<file path="src/rtl/delay_sum_engine.sv">
// Delay-and-sum engine: for each output index t it walks the enabled channels, reads each
// channel's delayed sample through two fixed-latency RAM reads, and writes the signed sum.
module delay_sum_engine #(
  parameter int NUM_CH   = 8,
  parameter int DATA_W   = 32,
  parameter int SUM_W    = DATA_W + $clog2(NUM_CH),
  parameter int NUM_OUT  = 768,
  parameter int SAMP_AW  = 13,
  parameter int DELAY_AW = 13,
  parameter int OUT_AW   = 10,
  parameter int RAM_LAT  = 2
) (
  input  logic                clk,
  input  logic                reset,
  input  logic                start,
  input  logic [NUM_CH-1:0]   chan_mask,
  output logic                busy,
  output logic                done,
  output logic                delay_rd_en,
  output logic [DELAY_AW-1:0] delay_rd_addr,
  input  logic [SAMP_AW-1:0]  delay_rd_data,
  output logic                samp_rd_en,
  output logic [SAMP_AW-1:0]  samp_rd_addr,
  input  logic [DATA_W-1:0]   samp_rd_data,
  output logic                sum_wr_en,
  output logic [OUT_AW-1:0]   sum_wr_addr,
  output logic [SUM_W-1:0]    sum_wr_data
);

  localparam int CH_W   = (NUM_CH > 1) ? $clog2(NUM_CH) : 1;
  localparam int WAIT_W = (RAM_LAT > 1) ? $clog2(RAM_LAT) : 1;

  typedef enum logic [2:0] {
    S_IDLE, S_DLY_RD, S_DLY_WAIT, S_SMP_RD, S_SMP_WAIT, S_ACC, S_WRITE, S_DONE
  } state_t;

  state_t                    state, next_state;
  logic [NUM_CH-1:0]         mask_q;
  logic [NUM_CH-1:0]         first_mask;
  logic [CH_W-1:0]           ch, next_ch;
  logic [CH_W:0]             first_sel, after_sel;
  logic [OUT_AW-1:0]         t;
  logic [WAIT_W-1:0]         wait_cnt;
  logic                      wait_last, last_t;
  logic signed [DATA_W-1:0]  smp_q;
  logic signed [SUM_W-1:0]   acc;
  logic [DELAY_AW-1:0]       dly_addr_cur, dly_addr_hold;
  logic [SAMP_AW-1:0]        samp_addr_q;
  logic [OUT_AW-1:0]         wr_addr_hold;
  logic [SUM_W-1:0]          wr_data_hold;

  // {found, index} of the lowest set bit of m at or above position lo.
  function automatic logic [CH_W:0] find_from(input logic [NUM_CH-1:0] m, input int lo);
    logic [CH_W:0] r;
    r = '0;
    for (int i = NUM_CH - 1; i >= 0; i--) begin
      if (m[i] && i >= lo) r = {1'b1, CH_W'(i)};
    end
    return r;
  endfunction

  assign wait_last    = (wait_cnt == WAIT_W'(RAM_LAT - 1));
  assign last_t       = (t == OUT_AW'(NUM_OUT - 1));
  assign dly_addr_cur = DELAY_AW'(ch) * DELAY_AW'(NUM_OUT) + DELAY_AW'(t);

  always_comb begin
    first_mask = (state == S_IDLE) ? chan_mask : mask_q;
    first_sel  = find_from(first_mask, 0);
    after_sel  = find_from(mask_q, int'(ch) + 1);
  end

  always_comb begin
    // NOTE: every always_comb output gets a default first so no path leaves it unassigned,
    // which would otherwise infer a latch.
    next_state = state;
    next_ch    = ch;
    case (state)
      S_IDLE: begin
        if (start) begin
          next_state = first_sel[CH_W] ? S_DLY_RD : S_WRITE;
          next_ch    = first_sel[CH_W-1:0];
        end
      end
      S_DLY_RD:   next_state = S_DLY_WAIT;
      S_DLY_WAIT: if (wait_last) next_state = S_SMP_RD;
      S_SMP_RD:   next_state = S_SMP_WAIT;
      S_SMP_WAIT: if (wait_last) next_state = S_ACC;
      S_ACC: begin
        if (after_sel[CH_W]) begin
          next_state = S_DLY_RD;
          next_ch    = after_sel[CH_W-1:0];
        end else begin
          next_state = S_WRITE;
        end
      end
      S_WRITE: begin
        if (last_t) begin
          next_state = S_DONE;
        end else begin
          next_state = first_sel[CH_W] ? S_DLY_RD : S_WRITE;
          next_ch    = first_sel[CH_W-1:0];
        end
      end
      S_DONE:  next_state = S_IDLE;
      default: next_state = S_IDLE;
    endcase
  end

  // Strobes come straight from the state; addresses show the live value while strobing
  // and the last strobed value otherwise.
  assign busy          = (state != S_IDLE);
  assign done          = (state == S_DONE);
  assign delay_rd_en   = (state == S_DLY_RD);
  assign delay_rd_addr = delay_rd_en ? dly_addr_cur : dly_addr_hold;
  assign samp_rd_en    = (state == S_SMP_RD);
  assign samp_rd_addr  = samp_addr_q;
  assign sum_wr_en     = (state == S_WRITE);
  assign sum_wr_addr   = sum_wr_en ? t : wr_addr_hold;
  assign sum_wr_data   = sum_wr_en ? acc : wr_data_hold;

  always_ff @(posedge clk) begin
    // NOTE: state is updated with non-blocking assignments so every register samples the
    // pre-edge values, independent of statement order.
    if (reset) begin
      state         <= S_IDLE;
      ch            <= '0;
      mask_q        <= '0;
      t             <= '0;
      wait_cnt      <= '0;
      smp_q         <= '0;
      acc           <= '0;
      dly_addr_hold <= '0;
      samp_addr_q   <= '0;
      wr_addr_hold  <= '0;
      wr_data_hold  <= '0;
    end else begin
      state    <= next_state;
      ch       <= next_ch;
      wait_cnt <= ((state == S_DLY_WAIT || state == S_SMP_WAIT) && !wait_last)
                  ? wait_cnt + 1'b1 : '0;
      case (state)
        S_IDLE: begin
          if (start) begin
            mask_q <= chan_mask;
            t      <= '0;
            acc    <= '0;
          end
        end
        S_DLY_RD:   dly_addr_hold <= dly_addr_cur;
        S_DLY_WAIT: if (wait_last) samp_addr_q <= delay_rd_data;
        S_SMP_WAIT: if (wait_last) smp_q <= samp_rd_data;
        S_ACC:      acc <= acc + SUM_W'(smp_q);
        S_WRITE: begin
          wr_addr_hold <= t;
          wr_data_hold <= acc;
          acc          <= '0;
          t            <= t + 1'b1;
        end
        default: ;
      endcase
    end
  end

endmodule
</file>
<file path="config.mk">
export PLATFORM = sky130hd
export DESIGN_NAME = delay_sum_engine
export DESIGN_NICKNAME = d
export VERILOG_FILES = /design/src/rtl/delay_sum_engine.sv
export SDC_FILE = /design/constraint.sdc
export NUM_CORES = 1
export LEC_CHECK = 0
export BUFFER_PORTS_ARGS = -buffer_cell sky130_fd_sc_hd__buf_2
export CORE_MARGIN = 2
export CORE_UTILIZATION = 57
export CTS_CLUSTER_DIAMETER = 80
export DETAILED_ROUTE_END_ITERATION = 10
export PLACE_DENSITY = 0.8
export SETUP_SLACK_MARGIN = 0.4
export SLEW_MARGIN = 20
export SYNTH_ARGS = -nofsm -noshare
export SYNTH_HDL_FRONTEND = slang
export SYNTH_SLANG_ARGS = --single-unit
</file>
<file path="constraint.sdc">
create_clock -name clk -period 3.4 [get_ports clk]
set_clock_uncertainty 0.05 [all_clocks]
set_input_delay 0.17 -clock clk [delete_from_list [all_inputs] [get_ports clk]]
set_output_delay 0.17 -clock clk [all_outputs]
set_load 0.01 [all_outputs]
</file>
# Yosys cells after proc, flatten, opt, wreduce, memory -nomap -nowiden
# Cells that the tools add are included.
totals:
  latchBits: 0
  n_memories: 0
  input_bits: 56
  register_bits: 163
  rom_bits: 0
  ram_bits: 0
op_classes:
  n_addsub: 5
  div: 0
  n_lt_le_gt_ge: 8
  n_reduce_logical: 23
  mul: 1
  n_eq_ne: 13
  shift: 0
  n_mux: 35
  n_bitwise: 1
ops:
  columns: ["operator", "n"]
  rows:
  - ["one-hot mux 35 bit (3 select lines)", 1]
  - ["two-way mux 35 bit", 2]
  - ["two-way mux 4 bit", 16]
  - ["adder 35 x 32 -> 35 bit", 1]
  - ["two-way mux 3 bit", 9]
  - ["one-hot mux 3 bit (8 select lines)", 1]
  - ["two-way mux 10 bit", 2]
  - ["one-hot mux 10 bit (2 select lines)", 1]
  - [">= comparator 3 x 4 -> 1 bit (first input constant)", 4]
  - ["adder 13 x 10 -> 13 bit", 1]
  - ["two-way mux 13 bit", 1]
  - ["== test 3 bit (second input constant)", 4]
  - ["adder 10 x 1 -> 10 bit (second input constant)", 1]
  - ["== test 10 bit (second input constant)", 1]
  - ["!= test 2 bit (second input constant)", 5]
  - ["AND reduction 2 bit", 5]
  - ["logical AND 1 bit", 9]
  - ["one-hot mux 3 bit (3 select lines)", 1]
  - [">= comparator 1 x 4 -> 1 bit (first input constant)", 2]
  - [">= comparator 2 x 4 -> 1 bit (first input constant)", 2]
  - ["two-way mux 8 bit", 1]
  - ["== test 3 x 2 -> 1 bit (second input constant)", 2]
  - ["nonzero test 3 bit", 2]
  - ["multiplier 3 x 2 -> 5 bit (second input constant)", 1]
  - ["11 further kinds", 11]

# Depth between registers and ports, before layout
# Gate-level depths: netlist of the first run.
depth:
  word_depth: 13
  ltp_mapped: 13

# Least setup slack after synthesis of the first run
# OpenSTA, ideal clock, no wires.
synth_path:
  path_type: "flip-flop to flip-flop"
  start: "reg smp_q[0]"
  end: "reg acc[34]"
  setup_slack_ns: 0.679
  t_required_ns: 3.280
  stages_incl_launch_ff: 12
  arrival_ns: 2.601
  setup_time_ns: 0.070
  synth_period_minus_slack_ns: 2.721
  cell_sequence: "dfxtp_1 -> ha_1 -> fa_1 -> a211oi_1 -> nor2_1 -> o21ai_1 -> o21ai_1 -> a31oi_1 -> o221ai_1 -> xnor2_1 -> mux2_1 -> a21oi_1"
synth_between:
  elab_chain_len: 2
synth_rtl:
  columns: ["element", "line", "rtl"]
  rows:
  - ["start: declaration", "45", "logic signed [DATA_W-1:0] smp_q;"]
  - ["start signal: assignment", "151", "S_SMP_WAIT: if (wait_last) smp_q <= samp_rd_data;"]
  - ["adder 35 x 32 -> 35 bit", "152", "S_ACC: acc <= acc + SUM_W'(smp_q);"]
  - ["one-hot mux 35 bit (3 select lines)", "141", "case (state)"]
  - ["end signal: assignment", "152", null]
  - ["end: declaration", "46", "logic signed [SUM_W-1:0] acc;"]
# Every way passes these cells.
# A chain may end at the register's enable or synchronous reset.

# Final worst setup path of the first run
# Ends and elaborated chain as after synthesis.

==> results.md, run 1 <==
- Clock power share: 35.9%
- Ys flop type: dfxtp_1
- Yosys warning count: 0
- Total track usage: 27.9%
- Slew Limit Fails: 0
- Mapped Area: 8570 µm²
- Final worst-path cycle share: 83.4%
- Post-synth EDFFs: 0
- Starting Density: 58.8%
- Worst Reg-to-Reg Cells: 11
- Nets@finish: 1366
- Final hold violation count: 0
- Clock latency on the worst-skew pair: 0.44 ns
- Clock Path Buffers: 2
- Sw frac: 32.5%
- Seq/Total Area, Yosys: 38.1%
- Max cap viols: 0
- Crit-path max FO: 4
- Post-Syn Nets: 1214
- Syn Area/Cell: 7.70 µm²
- Hold Crit Class: primary input to flop
- Starting DRC count in detailed routing: 583
- Fmax: 353 MHz
- Top Ports: 132
- Met1 Use GR: 36.3%
- Inserted Clock Buffers: 17
- Post-route ant nets: 0
- Status: finished clean
- Number of fill cells: 1156
- Crit path kind: flop to flop
- Routed WL: 22100 µm
- H-tree Lvls: 4
- Internal reg-to-reg setup slack: 0.56 ns
- Dpl cells: 1376
- PwrDens: 525 nW/µm²
- Max IR drop VDD: 0.390 mV
- Layout cell share with drive strength beyond 1: 16.8%
- RR Endpoint: acc[34]
- Int Power: 3700 µW
- CTS sink count: 163
- Post-synth cell types: 69
- Leak: 0.00466 µW
- Vias per cell: 5.60
- CTS tree: yes
- Finished Layout Cells: 1462
- Layout area overhead: 21.9%
- Hold path endpoint: state[2]
- Vias in the first global route: 7884
- Grt peak-use layer: met2
- Die area: 16000 µm²
- Hold path cells: 3
- First-pass GRT wire length: 36900 µm
- Buffers on Ports: 131
- RSZ-0062 raised after global routing: yes
- Via count: 8184
- P_sw: 1790 µW
- Worst Setup End Kind: flop
- Gate Count Post-Synth: 1113
- CP required: 3.71 ns
- Worst rel slew slack: 43.8%
- Die extent in y: 127 µm
- Die width: 127 µm
- Flop pwr share: 38.9%
- Fin crit period: 2.84 ns
- Residual DRC count: 0
- Drt first pass iters: 5
- Met2 Usage GRT: 46.3%
- Antenna violations before repair: 0
- Gate power share: 25.2%
- Global placer's final weighted congestion: 0.934
- Crit path arrival time: 3.15 ns
- Grt total ovfl: 0
- Largest net degree at the start of global routing: 85
- Placeable Area: 14600 µm²
- Std-Cell Rows: 44
- CTS root buf: clkbuf_16
- Wire per inst: 15.1 µm
- Synth async-reset ratio: 0%
- Antenna cells: 0
- Min-delay src: start
- Worst setup SP type: flop
- DP Wirelength: 14000 µm
- Final Setup Violations: 0
- Worst R2R Start: smp_q[0]
- Least-Margin Pin Slew: 0.844 ns
- Clk slew on worst S/H paths: 0.07 ns
- Setup TNS: 0 ns
- Met3 GRT Util: 5.31%
- Seq cells post-synth: 163
## cells in the mapped netlist (10+ instances only)
| master | n | area [µm²] |
|---|---|---|
| nor2_1 | 67 | 251 |
| a22oi_1 | 16 | 120 |
| o21ai_0 | 31 | 155 |
| nand2_1 | 296 | 1110 |
| nor2b_1 | 67 | 419 |
| mux2_2 | 12 | 135 |
| xnor2_1 | 24 | 210 |
| dfxtp_1 | 163 | 3260 |
| nand3_1 | 18 | 90.1 |
| nor3_1 | 16 | 80.1 |
| ha_1 | 42 | 526 |
| o21ai_1 | 11 | 55.1 |
| a21oi_1 | 114 | 571 |
| clkbuf_1 | 53 | 199 |
| a21o_1 | 19 | 143 |
| xor2_1 | 10 | 87.6 |
| nand4_1 | 10 | 62.6 |
| inv_1 | 21 | 78.8 |
## critical path, stage by stage (launching register included)
cell	delay (ns)
dfxtp_1	0.32
ha_1	0.23
fa_1	0.44
a211oi_2	0.21
nor2_1	0.11
o21ai_2	0.23
o21ai_1	0.13
a31oi_2	0.22
o221ai_1	0.17
xnor2_1	0.18
mux2_1	0.33
a21oi_1	0.13
## placed cells by master (no fill, tap or decap), types with 15 or more instances in the layout
cell,instances
a21o_1,19
a21oi_1,112
a22oi_1,16
buf_2,130
clkbuf_16,17
dfxtp_1,163
dlygate4sd3_1,53
ha_1,42
inv_1,21
nand2_1,296
nand3_1,18
nor2_1,67
nor2b_1,66
nor3_1,15
o21ai_0,31
xnor2_1,24
## power by group through the flow
stage	clock [µW]	combinational, µW	sequential (µW)
floorplan	0	1010	2130
global placement	0	1280	2170
detailed placement	0	1300	2170
CTS	1970	1360	2130
global route	2060	1520	2150
finish	1970	1380	2130
## logic make-up (layout without fill, tap and decap cells)
logic type,count (synthesis),in the layout,share of synthesized area (%)
compound gates,249,249,17.8
simple gates,521,521,27.7
mux,16,16,2.06
fa+ha+maj,45,45,6.83
buf+inv,85,250,4.13
flops,163,163,38.1
xor+xnor,34,34,3.47
## flip-flops by register name (all words and copies together) (netlist names)
name,count
wr_addr_hold,10
wr_data_hold,35
t,10
acc,35
mask_q,8
ch,3
wait_cnt,1
smp_q,32
dly_addr_hold,13
state,3
samp_rd_addr,13
## per-stage QoR
| step | hold WS [ns] | cell area (µm²) | util (%) | power, µW | setup slack (ns) |
|---|---|---|---|---|---|
| 2_1_floorplan | 0.256 | 8570 | - | 3140 | 0.679 |
| 3_3_place_gp | 0.362 | 9290 | 63.6 | 3450 | 0.471 |
| 3_5_place_dp | 0.369 | 9290 | 63.6 | 3480 | 0.366 |
| 4_1_cts | 0.0220 | 10400 | 71.4 | 5460 | 0.447 |
| 5_1_grt | 0.0194 | 10400 | 71.6 | 5730 | 0.354 |
| 6_report | 0.0223 | 10400 | 71.6 | 5490 | 0.563 |
## what timing repair did
action | in CTS | in global routing
hold buffers | 53 | 0
endpoints found under the hold margin | 53 | 0
setup endpoints to repair | 2 | 14
pin swaps | 0 | 1
setup buffers | 0 | 1
gates resized for setup | 1 | 4
## layer usage
metal  vias up  routed length [µm]
met1      3811               10100
met4         0                 543
met5         -                   0
met2       249               10400
li1       4079                   -
met3        45                1040
## area by class of cell
type                            count  area [µm²]  share of cell area [%]
Clock buffer                       19         443                    4.24
Timing Repair Buffer              196        1280                    12.2
Multi-Input combinational cell    865        4990                    47.7
Sequential cell                   163        3260                    31.2
Tap cell                          184         230                    2.20
Clock inverter                     13         160                    1.53
Inverter                           22        85.1                   0.814
## worst max path at each step
stage | startpoint | to | slack (ns) | depth (start not counted)
final | smp_q[0] | acc[34] | 0.56 | 11
after global routing | acc[0] | acc[34] | 0.35 | 11
after CTS | acc[0] | acc[34] | 0.45 | 11
after detailed placement | acc[0] | acc[28] | 0.37 | 11
after global placement | smp_q[0] | acc[28] | 0.47 | 11
after floorplan | smp_q[0] | acc[34] | 0.68 | 11
Note: power is estimated with default switching activity, not from simulation.
==> inputs of run 2 (changes only) <==
Settings changed: CORE_UTILIZATION 57 to 52, PLACE_DENSITY 0.8 to 0.77.
Clock period 3.4 ns to 2.5 ns, I/O delays scaled along.
==> results.md, run 2 (synthesized netlist as in run 1, its figures left out) <==
- Fin crit period: 2.69 ns (was 2.84 ns)
- CP peak stage delay: 0.37 ns (was 0.44 ns)
- CTS tree: yes (unchanged)
- Most frequent cells in the layout: nand2_1 (257), dfxtp_1 (148), buf_4 (115) (was nand2_1 (296), dfxtp_1 (163), buf_2 (130))
- Crit path arrival time: 2.95 ns (was 3.15 ns)
- Final worst-path cycle share: 107% (was 83.4%)
- Number of fill cells: 1020 (was 1156)
- Crit path kind: flop to flop (unchanged)
- Inserted Clock Buffers: 17 (unchanged)
- Placement Cell Area: 9930 µm² (was 9290 µm²)
- Min-delay src: reset (was start)
- CTS sink count: 163 (unchanged)
- H-tree Lvls: 4 (unchanged)
- Failing checks: setup timing
- Internal reg-to-reg setup slack: -0.19 ns (was 0.56 ns)
- Std-Cell Rows: 46 (was 44)
- Leak: 0.00563 µW (was 0.00466 µW)
- Critical path, cell by cell: ha_4 > fa_2 > a211oi_2 > nor2_2 > o21ai_2 > buf_4 > buf_6 > o21bai_4 > a21oi_4 > o31ai_2 > a31oi_1 > xor2_1 > o21ai_1 (was ha_1 > fa_1 > a211oi_2 > nor2_1 > o21ai_2 > o21ai_1 > a31oi_2 > o221ai_1 > xnor2_1 > mux2_1 > a21oi_1)
- Crit path from: smp_q[0] (unchanged)
- Antenna cells: 0 (unchanged)
- Worst rel slew slack: 58.5% (was 43.8%)
- Hold Crit Class: primary input to flop (unchanged)
- PwrDens: 700 nW/µm² (was 525 nW/µm²)
- Post-route worst setup slack: -0.186 ns (was 0.563 ns)
- Buffers on Ports: 131 (unchanged)
- Layout area overhead: 46.7% (was 21.9%)
- Worst Setup End Kind: flop (unchanged)
- Layout cell share with drive strength beyond 1: 33.9% (was 16.8%)
- Starting DRC count in detailed routing: 847 (was 583)
- Routed WL: 28400 µm (was 22100 µm)
- Top Ports: 132 (unchanged)
- RSZ-0062 raised after global routing: yes (unchanged)
- Final Core Density: 78.6% (was 71.6%)
- Final hold violation count: 0 (unchanged)
- Worst R2R Start: smp_q[0] (unchanged)
- Max IR drop VDD: 0.562 mV (was 0.390 mV)
- Clk slew on worst S/H paths: 0.06 ns (was 0.07 ns)
- Slew Limit Fails: 0 (unchanged)
- Largest registers: acc: 35 flops, wr_data_hold: 35 flops, smp_q: 32 flops (unchanged)
- Global placer's final weighted congestion: 0.944 (was 0.934)
- Vias per cell: 5.71 (was 5.60)
- Final Setup Violations: 7 (was 0)
- Clock Path Buffers: 2 (unchanged)
- Wire per inst: 17.5 µm (was 15.1 µm)
- Die width: 132 µm (was 127 µm)
- First-pass GRT wire length: 40700 µm (was 36900 µm)
- Total track usage: 28.1% (was 27.9%)
- Grt total ovfl: 0 (unchanged)
- Vias in the first global route: 8460 (was 7884)
- Post-route ant nets: 0 (unchanged)
- Die area: 17500 µm² (was 16000 µm²)
- Placeable Area: 16000 µm² (was 14600 µm²)
- Starting Density: 53.6% (was 58.8%)
- Drt first pass iters: 5 (unchanged)
- Antenna violations before repair: 0 (unchanged)
- Worst setup SP type: flop (unchanged)
- Crit-path max FO: 3 (was 4)
- Sum of buffers and inverters on the critical path: 2 (was 0)
- Largest net degree at the start of global routing: 53 (was 85)
- Residual DRC count: 0 (unchanged)
- CP required: 2.77 ns (was 3.71 ns)
- Nets@finish: 1495 (was 1366)
- Fmax: 372 MHz (was 353 MHz)
- Via count: 9255 (was 8184)
- Least-Margin Pin Slew: 0.620 ns (was 0.844 ns)
- Top Family by Delay on Critical Path: compound AO/OA/AOI/OAI gates (unchanged)
- Die extent in y: 132 µm (was 127 µm)
- Fin area: 12600 µm² (was 10400 µm²)
- CTS root buf: clkbuf_16 (unchanged)
- Critical-path top delay cell: fa_2 (was fa_1)
- Most common cell after layout, fill and taps aside: nand2_1 (unchanged)
- Status: complete, but fails checks (was finished clean)
- Max cap viols: 0 (unchanged)
- Clock latency on the worst-skew pair: 0.44 ns (about the same)
- DP Wirelength: 15300 µm (was 14000 µm)
==> run 2: per-layer routing <==
metal	up-vias	part of all wire (%)	GRT usage, %
met5	-	0	0
met4	0	3.5	10.5
met3	90	7.1	4.75
met2	473	49	46.7
met1	4358	41	36.7
li1	4334	-	-
==> run 2: power breakdown <==
part / internal (µW) / switching, µW / leakage (µW)
sequential: 2750 / 172 / 0.00132
clock: 1700 / 1080 / 0.000288
combinational: 1450 / 1670 / 0.00402
==> run 2: worst reg2reg max path, cell delays in order (launching register included) <==
cell,delay [ns]
dfxtp_2,0.34
ha_4,0.16
fa_2,0.37
a211oi_2,0.25
nor2_2,0.08
o21ai_2,0.16
buf_4,0.14
buf_6,0.09
o21bai_4,0.08
a21oi_4,0.21
o31ai_2,0.09
a31oi_1,0.24
xor2_1,0.21
o21ai_1,0.10
==> run 2: per-stage QoR <==
stage	setup TNS, ns	cells	hold slack [ns]	power (µW)	setup slack (ns)
2_1_floorplan	-0.0655	1113	0.203	4290	-0.0304
3_3_place_gp	-0.212	1478	0.317	4840	-0.0940
3_5_place_dp	-0.392	1478	0.322	4880	-0.133
4_1_cts	-0.232	1594	0.0135	8240	-0.0687
5_1_grt	-1.62	1622	0.0471	9120	-0.257
6_report	-0.672	1622	0.0328	8810	-0.186
==> run 2: timing repair <==
| action | CTS | global route |
|---|---|---|
| pin swaps | 46 | 72 |
| endpoints found under the hold margin | 54 | 0 |
| endpoints found under the setup margin | 93 | 67 |
| gates resized for setup | 83 | 143 |
| setup buffers | 30 | 25 |
| gates cloned | 1 | 3 |
| hold buffers | 54 | 0 |
==> run 2: cell type report <==
type | count | area (µm²) | area share [%]
clock buffer | 23 | 458 | 3.64
inverter | 22 | 85.1 | 0.676
tap | 216 | 270 | 2.15
sequential | 163 | 3290 | 26.2
timing repair buffer | 324 | 2550 | 20.3
multi-input combinational | 866 | 5770 | 45.8
clock inverter | 8 | 153 | 1.21
==> run 2: worst paths after layout <==
kind                                         end  cells after the start
worst min-delay path                     acc[26]                      2
worst min register to register  samp_rd_addr[11]                      2
worst max register to register           acc[32]                     13
worst max-delay path                     acc[32]                     13
==> inputs of run 3 (changes only) <==
Settings changed: BUFFER_PORTS_ARGS -buffer_cell sky130_fd_sc_hd__buf_2 to -buffer_cell sky130_fd_sc_hd__clkbuf_2.
==> results.md, run 3 (synthesized netlist as in run 1, its figures left out) <==
- Status: complete, but fails checks (unchanged)
- Failing checks: setup timing (unchanged)
- Clock Path Buffers: 2 (unchanged)
- Max cap viols: 0 (unchanged)
- Hold Crit Class: primary input to flop (unchanged)
- Total track usage: 31.1% (was 28.1%)
- Die area: 17500 µm² (unchanged)
- Internal reg-to-reg setup slack: -0.40 ns (was -0.19 ns)
- Crit path from: acc[13] (was smp_q[0])
- Placeable Area: 16000 µm² (unchanged)
- Crit path kind: flop to flop (unchanged)
- Starting Density: 53.6% (unchanged)
- Final hold violation count: 0 (unchanged)
- Largest net degree at the start of global routing: 73 (was 53)
- Vias in the first global route: 9113 (was 8460)
- Met1 Use GR: 38.1% (was 36.7%)
- Clock latency on the worst-skew pair: 0.45 ns (was 0.44 ns)
- CP required: 2.77 ns (about the same)
- Least-Margin Pin Slew: 0.887 ns (was 0.620 ns)
- Worst setup SP type: flop (unchanged)
- Final worst-path cycle share: 116% (was 107%)
- Layout area overhead: 58.6% (was 46.7%)
- Post-route worst setup slack: -0.404 ns (was -0.186 ns)
- Slew Limit Fails: 0 (unchanged)
- Antenna violations before repair: 0 (unchanged)
- Starting DRC count in detailed routing: 1252 (was 847)
- Met2 Usage GRT: 52.7% (was 46.7%)
- Worst slack, placed: -0.104 ns (was -0.133 ns)
- Clk slew on worst S/H paths: 0.07 ns (was 0.06 ns)
- PwrDens: 681 nW/µm² (was 700 nW/µm²)
- Pwr Total: 9270 µW (was 8810 µW)
- Met3 GRT Util: 6.02% (was 4.75%)
- Wire per inst: 22.7 µm (was 17.5 µm)
- Buffers on Ports: 131 (unchanged)
- Fin crit period: 2.90 ns (was 2.69 ns)
- Leak: 0.00633 µW (was 0.00563 µW)
- Grt total ovfl: 0 (unchanged)
- First-pass GRT wire length: 44600 µm (was 40700 µm)
- Most frequent cells in the layout: nand2_1 (204), dfxtp_1 (144), buf_4 (115) (was nand2_1 (257), dfxtp_1 (148), buf_4 (115))
- Std-Cell Rows: 46 (unchanged)
- Worst Setup End Kind: flop (unchanged)
- RR Endpoint: acc[28] (was acc[32])
- CTS root buf: clkbuf_16 (unchanged)
- Top Ports: 132 (unchanged)
- Via count: 10442 (was 9255)
- Placement Cell Area: 9910 µm² (was 9930 µm²)
- Routed WL: 37400 µm (was 28400 µm)
- Post-route ant nets: 0 (unchanged)
- DP Wirelength: 15600 µm (was 15300 µm)
- H-tree Lvls: 4 (unchanged)
- Antenna cells: 0 (unchanged)
- Drt first pass iters: 8 (was 5)
- Crit-path max FO: 5 (was 3)
- Fmax: 344 MHz (was 372 MHz)
- CTS sink count: 163 (unchanged)
- Largest registers: acc: 35 flops, wr_data_hold: 35 flops, smp_q: 32 flops (unchanged)
- Worst setup endpoint: acc[28] (was acc[32])
- Vias per cell: 6.34 (was 5.71)
- Crit path arrival time: 3.17 ns (was 2.95 ns)
- Setup TNS: -3.28 ns (was -0.672 ns)
- Die extent in y: 132 µm (unchanged)
- Die width: 132 µm (unchanged)
- RSZ-0062 raised after global routing: yes (unchanged)
- Worst Reg-to-Reg Cells: 10 (was 13)
- Most common cell after layout, fill and taps aside: nand2_1 (unchanged)
- Nets@finish: 1518 (was 1495)
- Fin area: 13600 µm² (was 12600 µm²)
- Grt peak-use layer: met2 (unchanged)
- Residual DRC count: 0 (unchanged)
- CTS tree: yes (unchanged)
- Inserted Clock Buffers: 17 (unchanged)
- Final Setup Violations: 18 (was 7)
- Worst R2R Start: acc[13] (was smp_q[0])
- Layout cell share with drive strength beyond 1: 39.3% (was 33.9%)
- Global placer's final weighted congestion: 0.937 (was 0.944)
- Worst rel slew slack: 40.4% (was 58.5%)
- Max IR drop VDD: 0.577 mV (was 0.562 mV)
run 3: through the flow:
step / hold WS [ns] / instances / utilization (%)
2_1_floorplan: 0.203 / 1113 / -
3_5_place_dp: 0.305 / 1475 / 61.9
5_1_grt: 0.0680 / 1646 / 85.0
6_report: 0.0550 / 1646 / 85.0
4_1_cts: 0.0416 / 1602 / 74.6
3_3_place_gp: 0.299 / 1475 / 61.9
run 3: how the worst min path moves through the flow:
stage / from / to / slack, ns / cells past startpoint
2_1_floorplan: samp_rd_data[0] / smp_q[0] / 0.20 / 2
3_3_place_gp: delay_rd_data[8] / samp_rd_addr[8] / 0.30 / 3
3_5_place_dp: delay_rd_data[6] / samp_rd_addr[6] / 0.31 / 3
4_1_cts: reset / acc[0] / 0.04 / 2
5_1_grt: reset / wr_data_hold[0] / 0.07 / 2
6_report: reset / acc[0] / 0.05 / 2
run 3: metal layers:
metal	part of all wire [%]	up-vias
met1	34	4845
met4	8.0	0
met5	0	-
li1	-	4379
met3	12	310
met2	46	908
run 3: layout make-up:
type / count / area, µm²
Clock inverter: 13 / 173
Sequential cell: 163 / 3300
Multi-Input combinational cell: 867 / 6180
Fill cell: 717 / 2400
Timing Repair Buffer: 346 / 3140
Clock buffer: 19 / 453
Inverter: 22 / 87.6
Tap cell: 216 / 270
run 3: critical path, cell delays in order (launching register included):
cell and delay [ns]:
dfxtp_1 0.42, ha_1 0.32, a21o_1 0.28, a21o_1 0.21, a21oi_1 0.31, o21ai_0 0.26
a21oi_4 0.26, o21ai_2 0.13, a31oi_1 0.23, xor2_1 0.21, o21ai_1 0.10
run 3: power breakdown:
| part | internal (µW) | switching [µW] |
|---|---|---|
| Clock | 1650 | 1210 |
| Combinational | 1530 | 1950 |
| Sequential | 2750 | 181 |
| Total | 5930 | 3340 |
run 3: what timing repair did:
action,in CTS,in global routing
endpoints found under the setup margin,106,101
hold buffers,54,0
pin swaps,60,123
hold endpoints to repair,54,0
buffers inserted,36,37
gates resized for setup,123,328
cloned,5,7
